--- src/rtl/seq_mem_stream_reader.sv ---
// seq_mem_stream_reader: burst reader from a single-port memory into a valid/ready stream
// Ports:
//   clk, reset_n                 clock, asynchronous active-low reset
//   start, base, count           burst request: first address and number of words
//   abort                        burst abort (only with SEQ_MEM_STREAM_READER_ABORT_EN defined)
//   busy, done, err              status: burst active, completion pulse, rejected-start pulse
//   mem_addr0, mem_read_en       memory read request
//   mem_out, mem_read_done       memory read response (one cycle after mem_read_en)
//   out_data, out_valid, out_ready  output stream
module seq_mem_stream_reader #(
  parameter int WIDTH    = 32,
  parameter int SIZE     = 4,
  parameter int IDX_SIZE = 4
) (
  input  logic                clk,
  input  logic                reset_n,
  input  logic                start,
  input  logic [IDX_SIZE-1:0] base,
  input  logic [IDX_SIZE:0]   count,
`ifdef SEQ_MEM_STREAM_READER_ABORT_EN
  input  logic                abort,
`endif
  output logic                busy,
  output logic                done,
  output logic                err,
  output logic [IDX_SIZE-1:0] mem_addr0,
  output logic                mem_read_en,
  input  logic [WIDTH-1:0]    mem_out,
  input  logic                mem_read_done,
  output logic [WIDTH-1:0]    out_data,
  output logic                out_valid,
  input  logic                out_ready
);
  typedef enum logic [1:0] {IDLE, RUN, DRAIN} state_t;
  localparam logic [IDX_SIZE-1:0] LAST = IDX_SIZE'(SIZE - 1);
  state_t              state_q, state_d;
  logic [IDX_SIZE-1:0] addr_q, addr_d;
  logic [IDX_SIZE:0]   rem_q, rem_d;
  logic                pend_q, pend_d;
  logic                done_q, done_d;
  logic                err_q, err_d;
  logic [1:0]          cnt_q, cnt_d;
  logic                rd_q, wr_q;
  logic [WIDTH-1:0]    fifo_q [2];
  logic                abort_w, push, pop, issue, base_ok;
  logic [1:0]          occ_n;
`ifdef SEQ_MEM_STREAM_READER_ABORT_EN
  assign abort_w = abort && (state_q != IDLE);
`else
  assign abort_w = 1'b0;
`endif
  // Only a response to our own outstanding read is accepted.
  assign push    = pend_q && mem_read_done;
  assign pop     = out_valid && out_ready;
  assign base_ok = {1'b0, base} < (IDX_SIZE+1)'(SIZE);
  // Occupancy at the end of this cycle; the outstanding read lands in it
  // this cycle, so a new read may go out whenever this stays below 2.
  assign occ_n   = cnt_q + {1'b0, push} - {1'b0, pop};
  always_ff @(posedge clk or negedge reset_n) begin
    if (!reset_n) state_q <= IDLE;
    else          state_q <= state_d;
  end
  always_comb begin
    state_d = state_q;
    addr_d  = addr_q;
    rem_d   = rem_q;
    done_d  = 1'b0;
    err_d   = 1'b0;
    case (state_q)
      IDLE: if (start) begin
        if (!base_ok) err_d = 1'b1;
        else if (count == '0) done_d = 1'b1;
        else begin
          addr_d  = base;
          rem_d   = count;
          state_d = RUN;
        end
      end
      RUN: if (issue) begin
        addr_d = (addr_q == LAST) ? '0 : addr_q + IDX_SIZE'(1);
        rem_d  = rem_q - (IDX_SIZE+1)'(1);
        if (rem_q == (IDX_SIZE+1)'(1)) state_d = DRAIN;
      end
      DRAIN: if (cnt_d == '0 && !pend_d) begin
        state_d = IDLE;
        done_d  = 1'b1;
      end
      default: state_d = IDLE;
    endcase
    if (abort_w) begin
      state_d = IDLE;
      done_d  = 1'b1;
    end
  end
  always_comb begin
    issue       = (state_q == RUN) && !abort_w && (!pend_q || mem_read_done) && (occ_n < 2'd2);
    busy        = state_q != IDLE;
    mem_read_en = issue;
    mem_addr0   = addr_q;
    out_valid   = cnt_q != '0;
    out_data    = fifo_q[rd_q];
    done        = done_q;
    err         = err_q;
  end
  assign cnt_d  = abort_w ? '0 : occ_n;
  assign pend_d = !abort_w && (issue || (pend_q && !mem_read_done));
  always_ff @(posedge clk or negedge reset_n) begin
    if (!reset_n) begin
      addr_q    <= '0;
      rem_q     <= '0;
      pend_q    <= 1'b0;
      done_q    <= 1'b0;
      err_q     <= 1'b0;
      cnt_q     <= '0;
      rd_q      <= 1'b0;
      wr_q      <= 1'b0;
      fifo_q[0] <= '0;
      fifo_q[1] <= '0;
    end else begin
      addr_q <= addr_d;
      rem_q  <= rem_d;
      pend_q <= pend_d;
      done_q <= done_d;
      err_q  <= err_d;
      cnt_q  <= cnt_d;
      if (abort_w) begin
        rd_q <= 1'b0;
        wr_q <= 1'b0;
      end else begin
        if (push) begin
          fifo_q[wr_q] <= mem_out;
          wr_q         <= ~wr_q;
        end
        if (pop) rd_q <= ~rd_q;
      end
    end
  end
endmodule

--- config.mk ---
export PLATFORM = sky130hd
export DESIGN_NAME = seq_mem_stream_reader
export DESIGN_NICKNAME = d
export VERILOG_FILES = /design/src/rtl/seq_mem_stream_reader.sv
export SDC_FILE = /design/constraint.sdc
export NUM_CORES = 1
export LEC_CHECK = 0
export CELL_PAD_IN_SITES_DETAIL_PLACEMENT = 1
export CELL_PAD_IN_SITES_GLOBAL_PLACEMENT = 1
export CORE_ASPECT_RATIO = 0.9
export CORE_MARGIN = 2
export CORE_UTILIZATION = 30
export DETAILED_ROUTE_END_ITERATION = 12
export GPL_ROUTABILITY_DRIVEN = 0
export HOLD_SLACK_MARGIN = 0.05
export PLACE_DENSITY = 0.69
export REMOVE_ABC_BUFFERS = 1
export SKIP_LAST_GASP = 1
export SLEW_MARGIN = 20
export SYNTH_ARGS = -nofsm -noshare
export SYNTH_HDL_FRONTEND = slang
export SYNTH_SLANG_ARGS = --single-unit
--- constraint.sdc ---
create_clock -name clk -period 2.2 [get_ports clk]
set_input_delay 0.22 -clock clk [delete_from_list [all_inputs] [get_ports clk]]
set_output_delay 0.22 -clock clk [all_outputs]
set_load 0.05 [all_outputs]
Word level (Yosys, flattened, before mapping)
Index checks and enable logic that the tools add are counted.
{ "totals": {"inputBits": 46, "wordCells": 86, "ramBits": 0, "out_inout_bits": 41, "latch_bits": 0, "mem_count": 0, "regBits": 82, "mem_bits_ro": 0} }
{ "classes": {"n_lt_le_gt_ge": 5, "div": 0, "n_mux": 32, "addsub": 4, "n_mul": 0, "shift": 0, "n_eq_ne": 10, "n_reduce_logical": 20, "bitwise": 4} }
{ "ops": {"columns": ["cell", "n"], "rows": [
  ["$mux 32", 4],
  ["$bwmux 64", 1],
  ["$demux 32 s1", 1],
  ["$mux 4", 5],
  ["$mux 5", 4],
  ["$mux 2", 6],
  ["$ne 2x2->1 const B", 6],
  ["$pmux 5 s2", 1],
  ["$pmux 4 s2", 1],
  ["$logic_and 1x1->1", 7],
  ["$mux 1", 7],
  ["$pmux 2 s3", 1],
  ["$reduce_and 6->1", 1],
  ["$reduce_bool 2->1", 3],
  ["$eq 5x1->1 const B", 1],
  ["$logic_not 5->1", 1],
  ["$reduce_and 5->1", 1],
  ["$sub 5x1->5 const B", 1],
  ["$add 4x1->4 const B", 1],
  ["$eq 4x2->1 const B", 1],
  ["$ge 2x2->1 const B", 2],
  ["$logic_not 2->1", 2],
  ["$lt 4x3->1 const B", 1],
  ["$not 1->2", 2],
  ["other kinds (10)", 14]
]} }

Longest topological paths before layout
Gate-level depths: netlist (run 1).
{ "depth": {"word_depth": 10, "mapped_depth": 9, "ltp_nobuf": 9} }

Least setup slack after synthesis (run 1)
No wires, ideal clock.
{ "synth_path": {"path_type": "reg-to-output", "from": "register cnt_q[0]", "to": "output mem_read_en", "path_slack_ns": -0.517, "n_path_buf": 0, "path_stages_with_launch": 9, "t_arrival_ns": 2.497, "t_required_ns": 1.980, "path_cell_list": "dfrtp_1 -> or2_2 -> and2_1 -> ha_1 -> inv_1 -> ha_1 -> xnor3_1 -> nand2_1 -> nor2_1"} }
{ "synth_via": {"elab_chain_len": 5, "word_cells_on_any_way": 6, "classes_between": "2 x add/sub; 1 x order compare; 3 x reduce/logical"} }
{ "synth_lines": {"columns": ["item", "line", "source"], "rows": [
  ["start, declared", "42", "logic [1:0] cnt_q, cnt_d;"],
  ["start signal, assigned", "125", "cnt_q <= cnt_d;"],
  ["$reduce_bool 2->1", "100", "out_valid = cnt_q != '0;"],
  ["net out_valid", "31", "output logic out_valid,"],
  ["$logic_and 1x1->1", "54", "assign pop = out_valid && out_ready;"],
  ["net pop", "45", "logic abort_w, push, pop, issue, base_ok;"],
  ["$sub 2x1->2", "58", "assign occ_n = cnt_q + {1'b0, push} - {1'b0, pop};"],
  ["$lt 2x2->1", "96", "issue = (state_q == RUN) && !abort_w && (!pend_q || mem_read_done) && (occ_n < 2'd2);"],
  ["$logic_and 1x1->1", "96", null],
  ["end, declared", "27", "output logic mem_read_en,"]
]} }
The timed path passes the listed nets, and every way through them passes these cells.

Final worst setup path (run 1)
{ "layout_path": {"from": "register cnt_q[0]", "to": "output mem_read_en"} }
{ "layout_via": {"elab_chain_len": 5, "word_cells_on_any_way": 6, "classes_between": "2 x add/sub; 1 x order compare; 3 x reduce/logical"} }
{ "layout_lines": {"columns": ["item", "line"], "rows": [
  ["$reduce_bool 2->1", "100"],
  ["$logic_and 1x1->1", "54"],
  ["net pop", "45"],
  ["$sub 2x1->2", "58"],
  ["$lt 2x2->1", "96"],
  ["$logic_and 1x1->1", "96"]
]} }
The timed path passes the listed nets, and every way through them passes these cells.

==> metrics.txt, run 1 <==
# TYPE chip_impl_metric gauge
chip_impl_info{name="startpoint_type",value="flop"} 1
chip_impl_metric{name="detailroute.via_count",unit=""} 2651
chip_impl_metric{name="synth_enable_flop_cells",unit=""} 0
chip_impl_metric{name="iteration_0_drc_markers",unit=""} 53
chip_impl_metric{name="timing.final.hold_violations",unit=""} 0
chip_impl_metric{name="synthXorXnorAreaFrac",unit="%"} 0.8213
chip_impl_metric{name="detail_route.drc_violations",unit=""} 0
chip_impl_info{name="final_common_cell",value="sky130_fd_sc_hd__dfrtp_1"} 1
chip_impl_info{name="rsz0062_at_grt",value="yes"} 1
chip_impl_metric{name="drive_above_1_share",unit="%"} 39.43
chip_impl_metric{name="area_growth",unit="%"} 51.97
chip_impl_metric{name="seq_area_frac_synth",unit="%"} 53.88
chip_impl_metric{name="grt_pass1_vias",unit=""} 3074
chip_impl_metric{name="globalRouteOverflowTotal",unit=""} 0
chip_impl_info{name="synth_top_family_by_area",value="multiplexers"} 1
chip_impl_metric{name="hpwlAfterDp",unit="um"} 6622
chip_impl_metric{name="grt_util_all_layers",unit="%"} 14.94
chip_impl_metric{name="design.portCount",unit=""} 87
chip_impl_metric{name="synthesis.area_per_instance",unit="sq um"} 13.65
chip_impl_metric{name="cts_buffers",unit=""} 9
chip_impl_metric{name="port_buffers",unit=""} 86
chip_impl_metric{name="fillerInstances",unit=""} 1247
chip_impl_metric{name="preCtsSetupSlack",unit="ns"} -0.2742
chip_impl_metric{name="wl",unit="um"} 9559
chip_impl_metric{name="timing.clock.skew",unit="ns"} 0.003789
chip_impl_metric{name="global_route_wire_length_before_repair",unit="um"} 15700
chip_impl_metric{name="die_h",unit="um"} 110.9
chip_impl_metric{name="rrSetupSlack",unit="ns"} -0.16
chip_impl_metric{name="htree_levels",unit=""} 3
chip_impl_info{name="failed_checks",value="setup timing"} 1
chip_impl_info{name="mostFrequentLayoutCells",value="sky130_fd_sc_hd__dfrtp_1, sky130_fd_sc_hd__mux2_2, sky130_fd_sc_hd__clkdlybuf4s50_1"} 1
chip_impl_metric{name="final.min_clock_period",unit="ns"} 2.383
chip_impl_info{name="critical_path.slowest_cell",value="sky130_fd_sc_hd__dfrtp_1"} 1
chip_impl_metric{name="antenna_diodes",unit=""} 0
chip_impl_info{name="result_of_the_run",value="complete, but fails checks"} 1
chip_impl_info{name="dominantRegCellSynth",value="sky130_fd_sc_hd__dfrtp_1"} 1
chip_impl_metric{name="syn-instance-count",unit=""} 279
chip_impl_metric{name="core",unit="sq um"} 12540
chip_impl_info{name="element_type_at_the_critical_path_end",value="output port"} 1
chip_impl_metric{name="slew_headroom",unit="%"} 65.92
chip_impl_metric{name="critical_path.max_stage_delay",unit="ns"} 0.38
chip_impl_metric{name="max_slew.worst_pin.slew",unit="ns"} 0.5095
chip_impl_metric{name="post_synth_and_or_nand_nor_area_fraction",unit="%"} 5.815
chip_impl_metric{name="multiInputGateArea",unit="sq um"} 1750
chip_impl_metric{name="worst_slack",unit="ns"} -0.1829
chip_impl_metric{name="fp.dieW",unit="um"} 122.8
chip_impl_metric{name="synth-compound-area-share",unit="%"} 5.683
chip_impl_metric{name="dieArea",unit="sq um"} 13610
chip_impl_metric{name="clkSinkCount",unit=""} 82
chip_impl_metric{name="asyncSetResetFlopFracSynth",unit="%"} 100.0
chip_impl_metric{name="fin_tns_setup",unit="ns"} -1.545
chip_impl_info{name="hold_path_class",value="input port to asynchronous set/reset pin"} 1
chip_impl_metric{name="worstSkewPairLatency",unit="ns"} 0.33
chip_impl_info{name="worstSetupStartpoint",value="cnt_q[0]"} 1
chip_impl_metric{name="synth_adder_area_share",unit="%"} 1.643
chip_impl_metric{name="largest_net_degree_at_the_start_of_global_routing",unit=""} 49
chip_impl_metric{name="postRouteAntennaNets",unit=""} 0
chip_impl_metric{name="timing.critical_path.required",unit="ns"} 1.98
chip_impl_metric{name="critPathMaxFanout",unit=""} 2
chip_impl_metric{name="post_drt_wl_per_cell",unit="um"} 17.32
chip_impl_info{name="worst-setup-path-type",value="flop to output port"} 1
chip_impl_metric{name="post_synth_instance_area",unit="sq um"} 3809
chip_impl_info{name="crit_chain",value="or2_4 > and2_4 > ha_4 > inv_2 > ha_4 > xnor3_2 > nand2_4 > nor2_4 > buf_12"} 1
chip_impl_info{name="clock_tree.root_cell",value="sky130_fd_sc_hd__clkbuf_16"} 1
chip_impl_metric{name="maxCapViolCount",unit=""} 0
chip_impl_metric{name="timing.final.max_slew_violations",unit=""} 0
chip_impl_metric{name="post_layout_nets",unit=""} 434
chip_impl_metric{name="post-route-util",unit="%"} 46.15
chip_impl_metric{name="grt_antenna_before_repair",unit=""} 0
chip_impl_metric{name="rows",unit=""} 39
chip_impl_metric{name="synth.mux.area_fraction",unit="%"} 29.73
chip_impl_info{name="path_common_cell",value="sky130_fd_sc_hd__ha_4"} 1
chip_impl_metric{name="synth-seq-cells",unit=""} 82
chip_impl_metric{name="via_per_inst",unit=""} 4.803
chip_impl_metric{name="synth-warning-count",unit=""} 0
chip_impl_metric{name="sequential_cell_area",unit="sq um"} 2052
chip_impl_info{name="tritoncts",value="done"} 1
chip_impl_info{name="crit-reg2reg-launch",value="cnt_q[0]"} 1
chip_impl_metric{name="effective_utilization_at_floorplan",unit="%"} 30.37
chip_impl_metric{name="yosysUniqueCellTypes",unit=""} 45
chip_impl_metric{name="max_freq",unit="GHz"} 0.4197
chip_impl_metric{name="dr.pass1.iters",unit=""} 4
chip_impl_metric{name="cts.path.max_buffers",unit=""} 2
chip_impl_metric{name="layout_worst_path_cycle_share",unit="%"} 108.3
chip_impl_metric{name="arrival",unit="ns"} 2.16
chip_impl_metric{name="cts.clk_slew.worst_paths",unit="ns"} 0.06
chip_impl_metric{name="setup-violations-final",unit=""} 13
kinds of logic after synthesis:
| logic type | after synthesis |
|---|---|
| muxes | 100 |
| DFF | 82 |
| and+or+nand+nor | 41 |
| AOI/OAI and AO/OA | 26 |
| buffers and inverters | 23 |
| adders and majority gates | 5 |
| xor gates and xnor gates | 2 |
layout make-up:
class | instances | share of cell area, %
clock buffer | 10 | 3.956
timing repair buffer | 107 | 24.25
clock inverter | 6 | 1.967
multi-input combinational | 174 | 30.24
tap | 164 | 3.545
sequential | 82 | 35.45
inverter | 9 | 0.5837
worst paths after layout:
check	to	cells past startpoint
worst max-delay path	mem_read_en	9
worst min-delay path	fifo_q[34]	2
worst max register to register	rem_q[0]	11
worst min register to register	fifo_q[36]	1
max in group asynchronous	fifo_q[37]	3
min in group clk	err	3
routing by layer:
layer / vias to the layer above / global-route usage [%] / wire length [um]
li1: 1215 / - / -
met1: 1348 / 19.92 / 4235
met2: 76 / 23.98 / 4655
met3: 12 / 3.189 / 535
met4: 0 / 4.981 / 133
met5: - / 0 / 0
Yosys cell counts, types with 3 or more instances:
cell                        n  share of area (%)
sky130_fd_sc_hd__dfrtp_1   82                 54
sky130_fd_sc_hd__buf_2      5               0.66
sky130_fd_sc_hd__nand2b_1   3               0.49
sky130_fd_sc_hd__a22o_1     3               0.69
sky130_fd_sc_hd__nor2_1    13                1.3
sky130_fd_sc_hd__ha_1       5                1.6
sky130_fd_sc_hd__nand3_1    4               0.53
sky130_fd_sc_hd__inv_1      8               0.79
sky130_fd_sc_hd__nand2_1    9               0.89
sky130_fd_sc_hd__clkbuf_1   6               0.59
sky130_fd_sc_hd__buf_1      3               0.30
sky130_fd_sc_hd__mux2_1    35                 10
sky130_fd_sc_hd__mux2_2    62                 18
state kept, by name, summed over array words and instances, names as in the netlist:
register	count
cnt_q	2
done	1
err	1
fifo_q	64
mem_addr0	4
pend_q	1
rd_q	1
rem_q	5
state_q	2
wr_q	1
worst max-delay path, delay by kind of cell, from the launching register on:
family / cells / cell delay [ns]
AND/OR/NAND/NOR: 4 / 0.60
adder cells (fa/ha/maj): 2 / 0.40
XOR/XNOR: 1 / 0.26
flip-flops: 1 / 0.38
buffers and inverters: 2 / 0.19
per-stage QoR:
step	hold slack [ns]	cell area, sq um	cells
final	0.3919	5788	552
after global routing	0.4343	5788	552
after CTS	0.4034	5733	550
after detailed placement	0.2134	5301	529
after global placement	0.2055	5301	529
after floorplan	-0.07559	3750	265
repair_timing:
item,CTS,global route
gates cloned,0,0
pin swaps,5,8
hold endpoints to repair,34,0
gates resized for setup,12,7
buffers inserted,4,2
hold buffers,1,0
endpoints found under the setup margin,13,13
Power of run 1 is left out: the tool's default activity adds up to more than one toggle a clock period on the data nets, which glitch-free logic cannot reach.
==> inputs of run 2 (changes only) <==
- CTS_CLUSTER_SIZE: default -> 25
==> results of run 2 <==
The final DEF is identical to that of run 1; final timing and power are the same.
Power of run 2 is left out for the same reason.
